### config.mk
export PLATFORM = sky130hd
export DESIGN_NAME = painterengine_gpu_dvi_rx_flat
export DESIGN_NICKNAME = d
export VERILOG_FILES = /design/src/rtl/painterengine_gpu_dvi_rx_if.sv /design/src/rtl/painterengine_gpu_dvi_rx.sv /design/src/flat_wrapper.sv
export SDC_FILE = /design/constraint.sdc
export NUM_CORES = 1
export LEC_CHECK = 0
export ABC_AREA = 1
export CAP_MARGIN = 10
export CORE_ASPECT_RATIO = 0.5
export CORE_MARGIN = 5
export CORE_UTILIZATION = 55
export DETAILED_ROUTE_END_ITERATION = 10
export DONT_BUFFER_PORTS = 1
export GPL_ROUTABILITY_DRIVEN = 0
export PLACE_DENSITY_LB_ADDON = 0.05
export SLEW_MARGIN = 10
export SYNTH_ARGS = -nofsm -noshare
export SYNTH_HDL_FRONTEND = slang
export SYNTH_SLANG_ARGS = --single-unit
### constraint.sdc
create_clock -name i_wire_pixel_clock -period 9.93 [get_ports i_wire_pixel_clock]
set_clock_uncertainty 0.15 [all_clocks]
set_input_delay 0.993 -clock i_wire_pixel_clock [delete_from_list [all_inputs] [get_ports i_wire_pixel_clock]]
set_output_delay 0.993 -clock i_wire_pixel_clock [all_outputs]
set_load 0.02 [all_outputs]
### src/rtl/painterengine_gpu_dvi_rx_if.sv
// rtl/painterengine_gpu_dvi_rx_if.sv - packed pixel output stream between capture and framebuffer writer
interface painterengine_gpu_dvi_rx_if;
  logic [31:0] o_wire_rgba;
  logic        o_wire_valid;
  logic        i_wire_ready;

  modport master (output o_wire_rgba, output o_wire_valid, input i_wire_ready);
  modport slave  (input o_wire_rgba, input o_wire_valid, output i_wire_ready);
endinterface

### src/rtl/painterengine_gpu_dvi_rx.sv
// rtl/painterengine_gpu_dvi_rx.sv - DVI/RGB frame capture into packed RGBA words through an output FIFO
// Defining DVI_RX_MEASURE_EN adds the h/v measurement outputs; otherwise they read 0.
module painterengine_gpu_dvi_rx #(
  parameter int FIFO_DEPTH = 16,
  parameter int FIFO_AW    = 4
) (
  input  logic        i_wire_pixel_clock,
  input  logic        i_wire_reset,
  input  logic        i_wire_hs,
  input  logic        i_wire_vs,
  input  logic        i_wire_de,
  input  logic [23:0] i_wire_rgb,
  input  logic        i_wire_vs_pol,
  input  logic [2:0]  i_wire_rgba_mode,
  input  logic [15:0] i_wire_clip_width,
  input  logic [15:0] i_wire_clip_height,
  input  logic        i_wire_start,
  painterengine_gpu_dvi_rx_if.master m_stream,
  output logic        o_wire_done,
  output logic        o_wire_error,
  output logic        o_wire_overflow,
  output logic [31:0] o_wire_counter,
  output logic [15:0] o_wire_h_measured,
  output logic [15:0] o_wire_v_measured
);
  typedef enum logic [1:0] {S_IDLE, S_WAIT_VS, S_CAPTURE, S_DONE} state_t;
  state_t state_q, state_d;

  logic        hs_d0, vs_d0, de_d0, de_q, vs_act_q;
  logic [23:0] rgb_d0;
  logic [15:0] x_q, y_q;
  logic        vs_act, frame_edge, de_fall, in_window;
  logic [31:0] target, cnt_next, packed_px;
  logic        clear_flags, set_done, set_error;
  logic        unused_hs;

  assign unused_hs  = hs_d0;
  assign vs_act     = (vs_d0 == i_wire_vs_pol);
  assign frame_edge = vs_act & ~vs_act_q;
  assign de_fall    = ~de_d0 & de_q;
  assign target     = {16'd0, i_wire_clip_width} * {16'd0, i_wire_clip_height};
  assign cnt_next   = o_wire_counter + 32'd1;
  assign in_window  = (state_q == S_CAPTURE) && de_d0 &&
                      (x_q < i_wire_clip_width) && (y_q < i_wire_clip_height);

  always_ff @(posedge i_wire_pixel_clock) begin
    if (i_wire_reset) begin
      hs_d0    <= 1'b0;
      vs_d0    <= 1'b0;
      de_d0    <= 1'b0;
      rgb_d0   <= 24'd0;
      de_q     <= 1'b0;
      vs_act_q <= 1'b0;
      x_q      <= 16'd0;
      y_q      <= 16'd0;
    end else begin
      hs_d0    <= i_wire_hs;
      vs_d0    <= i_wire_vs;
      de_d0    <= i_wire_de;
      rgb_d0   <= i_wire_rgb;
      de_q     <= de_d0;
      vs_act_q <= vs_act;
      x_q      <= de_d0 ? ((x_q == 16'hFFFF) ? x_q : x_q + 16'd1) : 16'd0;
      if (frame_edge)
        y_q <= 16'd0;
      else if (de_fall && y_q != 16'hFFFF)
        y_q <= y_q + 16'd1;
    end
  end

  always_ff @(posedge i_wire_pixel_clock) begin
    if (i_wire_reset) state_q <= S_IDLE;
    else              state_q <= state_d;
  end

  always_comb begin
    state_d     = state_q;
    clear_flags = 1'b0;
    set_done    = 1'b0;
    set_error   = 1'b0;
    case (state_q)
      S_IDLE, S_DONE: begin
        if (i_wire_start) begin
          clear_flags = 1'b1;
          state_d     = S_WAIT_VS;
        end
      end
      S_WAIT_VS: begin
        // an empty window can never be filled, so finish without waiting for video
        if (target == 32'd0) begin
          set_done = 1'b1;
          state_d  = S_DONE;
        end else if (frame_edge) begin
          state_d = S_CAPTURE;
        end
      end
      S_CAPTURE: begin
        if (in_window && cnt_next == target) begin
          set_done = 1'b1;
          state_d  = S_DONE;
        end else if (frame_edge) begin
          set_done  = 1'b1;
          set_error = 1'b1;
          state_d   = S_DONE;
        end
      end
      default: state_d = S_IDLE;
    endcase
  end

  always_comb begin
    packed_px = 32'd0;
    case (i_wire_rgba_mode)
      3'd0: packed_px = {8'hFF, rgb_d0[23:16], rgb_d0[15:8], rgb_d0[7:0]};
      3'd1: packed_px = {rgb_d0[23:16], rgb_d0[15:8], rgb_d0[7:0], 8'hFF};
      3'd2: packed_px = {8'hFF, rgb_d0[7:0], rgb_d0[15:8], rgb_d0[23:16]};
      3'd3: packed_px = {rgb_d0[7:0], rgb_d0[15:8], rgb_d0[23:16], 8'hFF};
      default: packed_px = 32'd0;
    endcase
  end

  logic               px_we;
  logic [31:0]        px_data;
  logic [31:0]        mem [FIFO_DEPTH];
  logic [FIFO_AW-1:0] wr_ptr, rd_ptr;
  logic [FIFO_AW:0]   count;
  logic               full, rd_en, wr_ok, ovf_evt;

  assign full    = count[FIFO_AW];
  assign rd_en   = m_stream.o_wire_valid & m_stream.i_wire_ready;
  assign wr_ok   = px_we & (~full | rd_en);
  assign ovf_evt = px_we & full & ~rd_en;

  assign m_stream.o_wire_valid = (count != '0);
  assign m_stream.o_wire_rgba  = m_stream.o_wire_valid ? mem[rd_ptr] : 32'd0;

  always_ff @(posedge i_wire_pixel_clock) begin
    if (wr_ok) mem[wr_ptr] <= px_data;
  end

  always_ff @(posedge i_wire_pixel_clock) begin
    if (i_wire_reset) begin
      px_we   <= 1'b0;
      px_data <= 32'd0;
      wr_ptr  <= '0;
      rd_ptr  <= '0;
      count   <= '0;
    end else begin
      px_we   <= in_window;
      px_data <= packed_px;
      if (wr_ok) wr_ptr <= wr_ptr + {{(FIFO_AW-1){1'b0}}, 1'b1};
      if (rd_en) rd_ptr <= rd_ptr + {{(FIFO_AW-1){1'b0}}, 1'b1};
      case ({wr_ok, rd_en})
        2'b10:   count <= count + {{FIFO_AW{1'b0}}, 1'b1};
        2'b01:   count <= count - {{FIFO_AW{1'b0}}, 1'b1};
        default: count <= count;
      endcase
    end
  end

  // counter keeps counting dropped pixels: it reports what the window saw, not what was kept
  always_ff @(posedge i_wire_pixel_clock) begin
    if (i_wire_reset || clear_flags) begin
      o_wire_done     <= 1'b0;
      o_wire_error    <= 1'b0;
      o_wire_overflow <= 1'b0;
      o_wire_counter  <= 32'd0;
    end else begin
      if (set_done)  o_wire_done     <= 1'b1;
      if (set_error) o_wire_error    <= 1'b1;
      if (ovf_evt)   o_wire_overflow <= 1'b1;
      if (in_window) o_wire_counter  <= cnt_next;
    end
  end

`ifdef DVI_RX_MEASURE_EN
  logic [15:0] h_meas_q, v_meas_q;
  always_ff @(posedge i_wire_pixel_clock) begin
    if (i_wire_reset) begin
      h_meas_q <= 16'd0;
      v_meas_q <= 16'd0;
    end else begin
      if (de_fall)    h_meas_q <= x_q;
      if (frame_edge) v_meas_q <= y_q;
    end
  end
  assign o_wire_h_measured = h_meas_q;
  assign o_wire_v_measured = v_meas_q;
`else
  assign o_wire_h_measured = 16'd0;
  assign o_wire_v_measured = 16'd0;
`endif
endmodule

### src/flat_wrapper.sv
// flat-port wrapper written by rule: the top's interface ports become plain ports
module painterengine_gpu_dvi_rx_flat 
#(
  parameter int FIFO_DEPTH = 16,
  parameter int FIFO_AW    = 4
)
  (i_wire_pixel_clock, i_wire_reset, i_wire_hs, i_wire_vs, i_wire_de, i_wire_rgb, i_wire_vs_pol, i_wire_rgba_mode, i_wire_clip_width, i_wire_clip_height, i_wire_start, o_wire_done, o_wire_error, o_wire_overflow, o_wire_counter, o_wire_h_measured, o_wire_v_measured, m_stream_o_wire_rgba, m_stream_o_wire_valid, m_stream_i_wire_ready);
  painterengine_gpu_dvi_rx_if m_stream_i ();
  input  logic i_wire_pixel_clock;
  input  logic i_wire_reset;
  input  logic i_wire_hs;
  input  logic i_wire_vs;
  input  logic i_wire_de;
  input  logic [23:0] i_wire_rgb;
  input  logic i_wire_vs_pol;
  input  logic [2:0] i_wire_rgba_mode;
  input  logic [15:0] i_wire_clip_width;
  input  logic [15:0] i_wire_clip_height;
  input  logic i_wire_start;
  output logic o_wire_done;
  output logic o_wire_error;
  output logic o_wire_overflow;
  output logic [31:0] o_wire_counter;
  output logic [15:0] o_wire_h_measured;
  output logic [15:0] o_wire_v_measured;
  output wire logic [$bits(m_stream_i.o_wire_rgba)-1:0] m_stream_o_wire_rgba;
  output wire logic [$bits(m_stream_i.o_wire_valid)-1:0] m_stream_o_wire_valid;
  input wire logic [$bits(m_stream_i.i_wire_ready)-1:0] m_stream_i_wire_ready;
  assign m_stream_o_wire_rgba = m_stream_i.o_wire_rgba;
  assign m_stream_o_wire_valid = m_stream_i.o_wire_valid;
  assign m_stream_i.i_wire_ready = m_stream_i_wire_ready;
  painterengine_gpu_dvi_rx #(.FIFO_DEPTH(FIFO_DEPTH), .FIFO_AW(FIFO_AW)) u_core (.i_wire_pixel_clock(i_wire_pixel_clock), .i_wire_reset(i_wire_reset), .i_wire_hs(i_wire_hs), .i_wire_vs(i_wire_vs), .i_wire_de(i_wire_de), .i_wire_rgb(i_wire_rgb), .i_wire_vs_pol(i_wire_vs_pol), .i_wire_rgba_mode(i_wire_rgba_mode), .i_wire_clip_width(i_wire_clip_width), .i_wire_clip_height(i_wire_clip_height), .i_wire_start(i_wire_start), .m_stream(m_stream_i), .o_wire_done(o_wire_done), .o_wire_error(o_wire_error), .o_wire_overflow(o_wire_overflow), .o_wire_counter(o_wire_counter), .o_wire_h_measured(o_wire_h_measured), .o_wire_v_measured(o_wire_v_measured));
endmodule
==> impl_results.md, run 1 <==
- Post-synth top area share: 41.1%
- Initial antenna violation count: 8
- P per Cell Area: 307 nW/um2
- DR pass1 iterations: 5
- Worst Reg-to-Reg Cells: 15
- Synthesized area: 37400 um2
- WS Path Type: primary input to flop
- Setup Viol. Count Final: 0
- Synth top area cells: edfxtp_1 41%, fa_1 10%, dfxtp_1 7.9%
- Leak: 16.6 nW
- Syn avg cell area: 9.34 um2
- Gate Count Post-Synth: 4009
- Die span in x: 379 um
- Largest net degree at the start of global routing: 128
- Grt ovf: 0
- Final instance area: 40000 um2
- Data arrival, critical path: 6920 ps
- EDFF count, synth: 512
- Residual DRC: 0
- Setup repair bufs after CTS: 0
- Final WS setup: 3400 ps
- CTS buffer count: 57
- Status: finished clean
- Most frequent CP cell: nand2_1
- CP Launch Type: primary input
- Hold WC Path Type: primary input to flop
- Fraction of registers with async set/reset: 0%
- Most common cell in the netlist: nand2_1
- Reg-to-reg slack, setup: 6430 ps
- Crit path capture type: flop
- Hold buffer count at cts: 0
- Core area: 67200 um2
- Clk slew on worst S/H paths: 70 ps
- Cell row count: 67
- Via density: 5.58
- Final core utilization: 59.6%
- GRT Total Usage: 26.1%
- Crit path time final: 6530 ps
- CTS H-Tree Depth: 2
- Max-Cap Viols: 0
- DIE AREA: 73700 um2
- Total Negative Setup Slacks: 0 ps
- Post-synthesis sequential area ratio: 48.9%
- Number of port buffers: 0
- Die height: 195 um
- Slew margin rel.: 33.7%
- Clock Latency Late Sink: 650 ps
- Critical path depth: 27
- Num ports: 167
- Post-synth top cells: 723 x nand2_1, 593 x inv_1, 512 x edfxtp_1
- TritonCTS clock tree: built
- Number of unique standard cell types used by synthesis: 49
- Final-report hold violation count: 0
- Fillers: 5822
- First-pass GRT wire length: 150000 um
- Critical Path Fanout Max: 17
- # clock sinks: 659
- FMAX: 0.153 GHz
- Ys flop type: edfxtp_1
- ANT cells: 0
- Final WL: 96100 um
- Post-CTS sizing: 0
- Top delay family on crit path: adder cells
- #FFs+latches synth: 659
- Crit path launch: i_wire_clip_height[1]
- Least-Margin Pin Slew: 994 ps
- Final Net Count: 4310
- CP max-delay cell: fa_1
- Slew Viols, Final: 0
- Crit-path max cell delay: 570 ps
- Area grow syn2layout: 6.94%
- Initial DRC Count: 2475
- Worst slack at placement: 2780 ps
- Final Cycle Share: 65.7%
- HPWL after DPL: 59400 um
- CTS root buf: clkbuf_16
- Max clock buf depth: 3
- Drt wl/cell: 19.8 um
- Vias in the first global route: 26400
- Required @ worst endpoint: 10320 ps
- Post-synth top area cell: edfxtp_1
- Vias: 27000
- Synth warn: 0
- Reg-to-Reg End: u_core.count[4]
- Max VDD drop: 321 uV
- Crit path to: u_core.state_q[0]
- Initial cell density of the core: 55.7%
- RSZ-0062 raised after global routing: false
- DRT antenna net count: 0
- Reg2Reg Launch Point: u_core.count[4]
- WP buf/inv: 3
- Placed inst area: 38100 um2
- Share of cells above drive strength 1: 4.66%
[kinds of logic after synthesis]
kind of cell | count (synthesis) | share of synthesized area, %
and+or+nand+nor | 1484 | 16.2
other | 1 | 0.0100
adders and majority gates | 343 | 15.4
xor gates and xnor gates | 21 | 0.491
buffers and inverters | 826 | 8.61
DFF | 659 | 48.9
AOI/OAI and AO/OA | 675 | 10.4
[power by group]
group	switching (mW)	total, mW	internal, mW
registers	0.137	3.15	3.01
clock network	1.05	2.34	1.30
logic	4.55	6.79	2.25
total	5.73	12.3	6.55
[layer usage]
layer	global-route usage (%)	part of all wire, %	wire length, um	up-vias
met1	37.4	44	42300	13100
met3	4.50	7.3	7030	127
li1	-	-	-	13000
met4	6.23	2.1	2010	8
met2	42.1	46	44600	822
met5	0	0.050	48	-
[stage by stage]
| stage | hold slack [ps] | cells | total power, mW |
|---|---|---|---|
| floorplan | 305 | 4040 | 8.35 |
| global placement | 314 | 4738 | 9.91 |
| detailed placement | 325 | 4738 | 9.98 |
| CTS | 222 | 4846 | 12.3 |
| global route | 230 | 4846 | 13.5 |
| finish | 258 | 4846 | 12.3 |
[sequential cells by signal, indices dropped and copies added, names as in the netlist, 2 cells and up, named ones only]
signal and cells:
u_core.y_q 16, u_core.px_data 32, u_core.rgb_d0 24, u_core.count 5
u_core.state_q 2, u_core.rd_ptr 4, u_core.x_q 16, u_core.wr_ptr 4
u_core.mem 512, u_core.o_wire_counter 32
[cell usage in the layout, fill, tap and decap left out, types with 5 or more instances in the layout]
cell and instances:
nor2_4 22, nor3_1 34, nor2_1 467, fa_1 195, o21ai_0 342, o22ai_1 38
bufinv_16 5, a31oi_1 9, nor4_1 6, a221oi_1 11, a21oi_1 161, clkinv_2 13
conb_1 32, nand4_1 27, o221ai_1 91, clkbuf_1 12, clkbuf_16 59, nand3b_1 12
buf_4 30, ha_1 148, dfxtp_1 144, inv_1 590, clkbuf_8 8, xor2_1 13
xnor2_1 8, nor2_2 9, nand2_2 8, nand3_1 162, edfxtp_1 512, nand2_1 723
[area by class of cell]
class / count / area, um2 / share of cell area (%)
Multi-Input combinational cell: 2555 / 16200 / 40.3
Clock inverter: 29 / 342 / 0.853
Timing Repair Buffer: 30 / 225 / 0.562
Tap cell: 897 / 1120 / 2.80
Sequential cell: 659 / 18300 / 45.8
Inverter: 597 / 2250 / 5.61
Clock buffer: 79 / 1630 / 4.07
[worst min path at each step]
stage / from / to / slack, ps / cells after the start
CTS: i_wire_reset / u_core.de_d0 / 220 / 1
detailed placement: u_core.state_q[1] / u_core.state_q[1] / 330 / 2
global placement: u_core.state_q[1] / u_core.state_q[1] / 310 / 2
global route: i_wire_reset / u_core.de_d0 / 230 / 1
floorplan: u_core.rgb_d0[10] / u_core.px_data[10] / 300 / 2
finish: i_wire_reset / u_core.de_d0 / 260 / 1
Note: power is estimated with default switching activity, not from simulation.
==> run 2: changes to the inputs <==
- clock period: 9.93 -> 5.46 ns (I/O delays scaled with it)
==> impl_results.md, run 2 (synthesis results as in run 1) <==
- Status: finished with violations
- Failing checks: setup timing
- Initial cell density of the core: 55.7% (unchanged)
- TritonCTS clock tree: built
- First-pass GRT wire length: 156000 um (+3.6%)
- CP Launch Type: primary input
- # clock sinks: 659 (unchanged)
- Final Non-Filler Cells: 4933 (+1.8%)
- Initial antenna violation count: 3 (-5)
- GRT Total Usage: 27.2% (+1.0 points)
- Least-Margin Pin Slew: 1260 ps (+264 ps)
- Final Cycle Share: 102%
- Tot Pwr: 26.4 mW (+110%)
- Number of port buffers: 0 (unchanged)
- Residual DRC: 0 (unchanged)
- DRT antenna net count: 0 (unchanged)
- Sequential share of power: 21.4% (-4.2 points)
- CP max-delay cell: fa_1
- Final WS setup: -122 ps (-3520 ps)
- Die span in x: 379 um (unchanged)
- Clock Latency Late Sink: 610 ps (-40 ps)
- Largest regs: u_core.mem x512, u_core.o_wire_counter x32, u_core.px_data x32
- Core area: 67200 um2 (unchanged)
- Final Net Count: 4397 (+2.0%)
- Critical Path Fanout Max: 17 (unchanged)
- Net Sw Frac: 45.3% (-1.3 points)
- RSZ-0062 raised after global routing: true
- FMAX: 0.179 GHz
- Largest net degree at the start of global routing: 257 (+100%)
- Initial DRC Count: 2556 (+3.3%)
- Max-Cap Viols: 0 (unchanged)
- CTS H-Tree Depth: 2 (unchanged)
- Worst slack at placement: -854 ps (-3630 ps)
- Via density: 5.66 (+1.4%)
- Placed inst area: 38700 um2 (+1.6%)
- Cell row count: 67 (unchanged)
- Setup Viol. Count Final: 4 (+4)
- DIE AREA: 73700 um2 (unchanged)
- Drt wl/cell: 20.4 um (+3.0%)
- Crit path capture type: flop
- Required @ worst endpoint: 5810 ps (-4510 ps)
- Clk pwr share: 15.8% (-3.3 points)
- Slew margin rel.: 16.1% (-18 points)
- Final WL: 101000 um (+4.9%)
- Num ports: 167 (unchanged)
- Max reg flops: 512 (unchanged)
- Inst Count DP: 4790 (+1.1%)
- Commonest non-fill, non-tap cell in the layout: nand2_1
- WS Path Type: primary input to flop
- Fillers: 5763 (-1.0%)
- Net Switching: 11.9 mW (+110%)
- Grt ovf: 0 (unchanged)
- Die height: 195 um (unchanged)
- DR pass1 iterations: 5 (unchanged)
- Final instance area: 41300 um2 (+3.1%)
- Hold Worst Slack: 43.0 ps (-215 ps)
- Most flops, register: u_core.mem
- Max VDD drop: 834 uV (+160%)
- P per Cell Area: 639 nW/um2 (+110%)
- Clk slew on worst S/H paths: 70 ps (about the same)
- Internal: 14.4 mW (+120%)
- Share of cells above drive strength 1: 8.16% (+3.5 points)
- Final-report hold violation count: 0 (unchanged)
- Crit path time final: 5580 ps
- CTS buffer count: 55 (-3.5%)
- Comb pwr share: 62.8% (+7.5 points)
- Crit-path max cell delay: 590 ps (+20 ps)
- Slew Viols, Final: 0 (unchanged)
- Max clock buf depth: 3 (unchanged)
- Vias in the first global route: 27200 (+2.8%)
- Data arrival, critical path: 5930 ps (-990 ps)
- Area grow syn2layout: 10.2%
- HPWL after DPL: 61800 um (+4.0%)
- CTS root buf: clkbuf_16
- Leak: 17.1 nW (+2.8%)
- Hold WC Path Type: primary input to flop
- Vias: 27900 (+3.2%)
- Commonest non-fill, non-tap cells in the layout: 686 x nand2_1, 581 x inv_1, 512 x edfxtp_1
## run 2: worst paths after layout
path | from | endpoint | slack (ps) | depth (start not counted)
worst max-delay path | i_wire_clip_height[6] | u_core.state_q[0] | -120 | 26
worst min-delay path | i_wire_reset | u_core.de_q | 40 | 1
worst max register to register | u_core.count[4] | u_core.count[4] | 1900 | 15
worst min register to register | u_core.rd_ptr[2] | flop | 330 | 2
## run 2: timing repair
action / 4_1_cts / 5_1_grt
hold endpoints to repair: 62 / 2
resized for setup: 69 / 16
hold buffers: 29 / 1
setup buffers: 4 / 3
endpoints found under the setup margin: 4 / 4
pin swaps: 49 / 35
## run 2: power by group through the flow
stage               clock network (mW)  registers [mW]  logic, mW
floorplan                            0            5.67       10.4
global placement                     0            5.75       15.0
detailed placement                   0            5.76       15.2
CTS                               4.21            5.65       16.4
global route                      4.41            5.66       18.7
finish                            4.16            5.65       16.6
## run 2: per-layer routing
metal	vias up	part of all wire (%)	track usage [%]
li1	13100	-	-
met3	177	6.6	3.58
met1	13700	42	37.6
met4	2	2.4	6.45
met2	943	49	46.0
met5	-	0.013	0
## run 2: final cells by class
type	count	area, um2	area share (%)
Sequential cell	659	18300	44.4
Multi-Input combinational cell	2555	16600	40.3
Inverter	597	2250	5.46
Clock buffer	75	1530	3.71
Tap cell	897	1120	2.72
Timing Repair Buffer	119	1040	2.52
Clock inverter	29	377	0.912
Antenna cell	2	5.00	0.0121
## run 2: critical path, delay by kind of cell
| kind | cells | cell delay (ps) |
|---|---|---|
| fa+ha+maj | 7 | 3310 |
| buf+inv | 2 | 180 |
| simple gates | 17 | 1870 |
## run 2: per-stage QoR
stage | TNS (ps) | utilization, %
after floorplan | -1510 | -
after global placement | -3060 | 57.5
after detailed placement | -3230 | 57.5
after CTS | -69.6 | 61.2
after global routing | -1400 | 61.4
final | -414 | 61.4
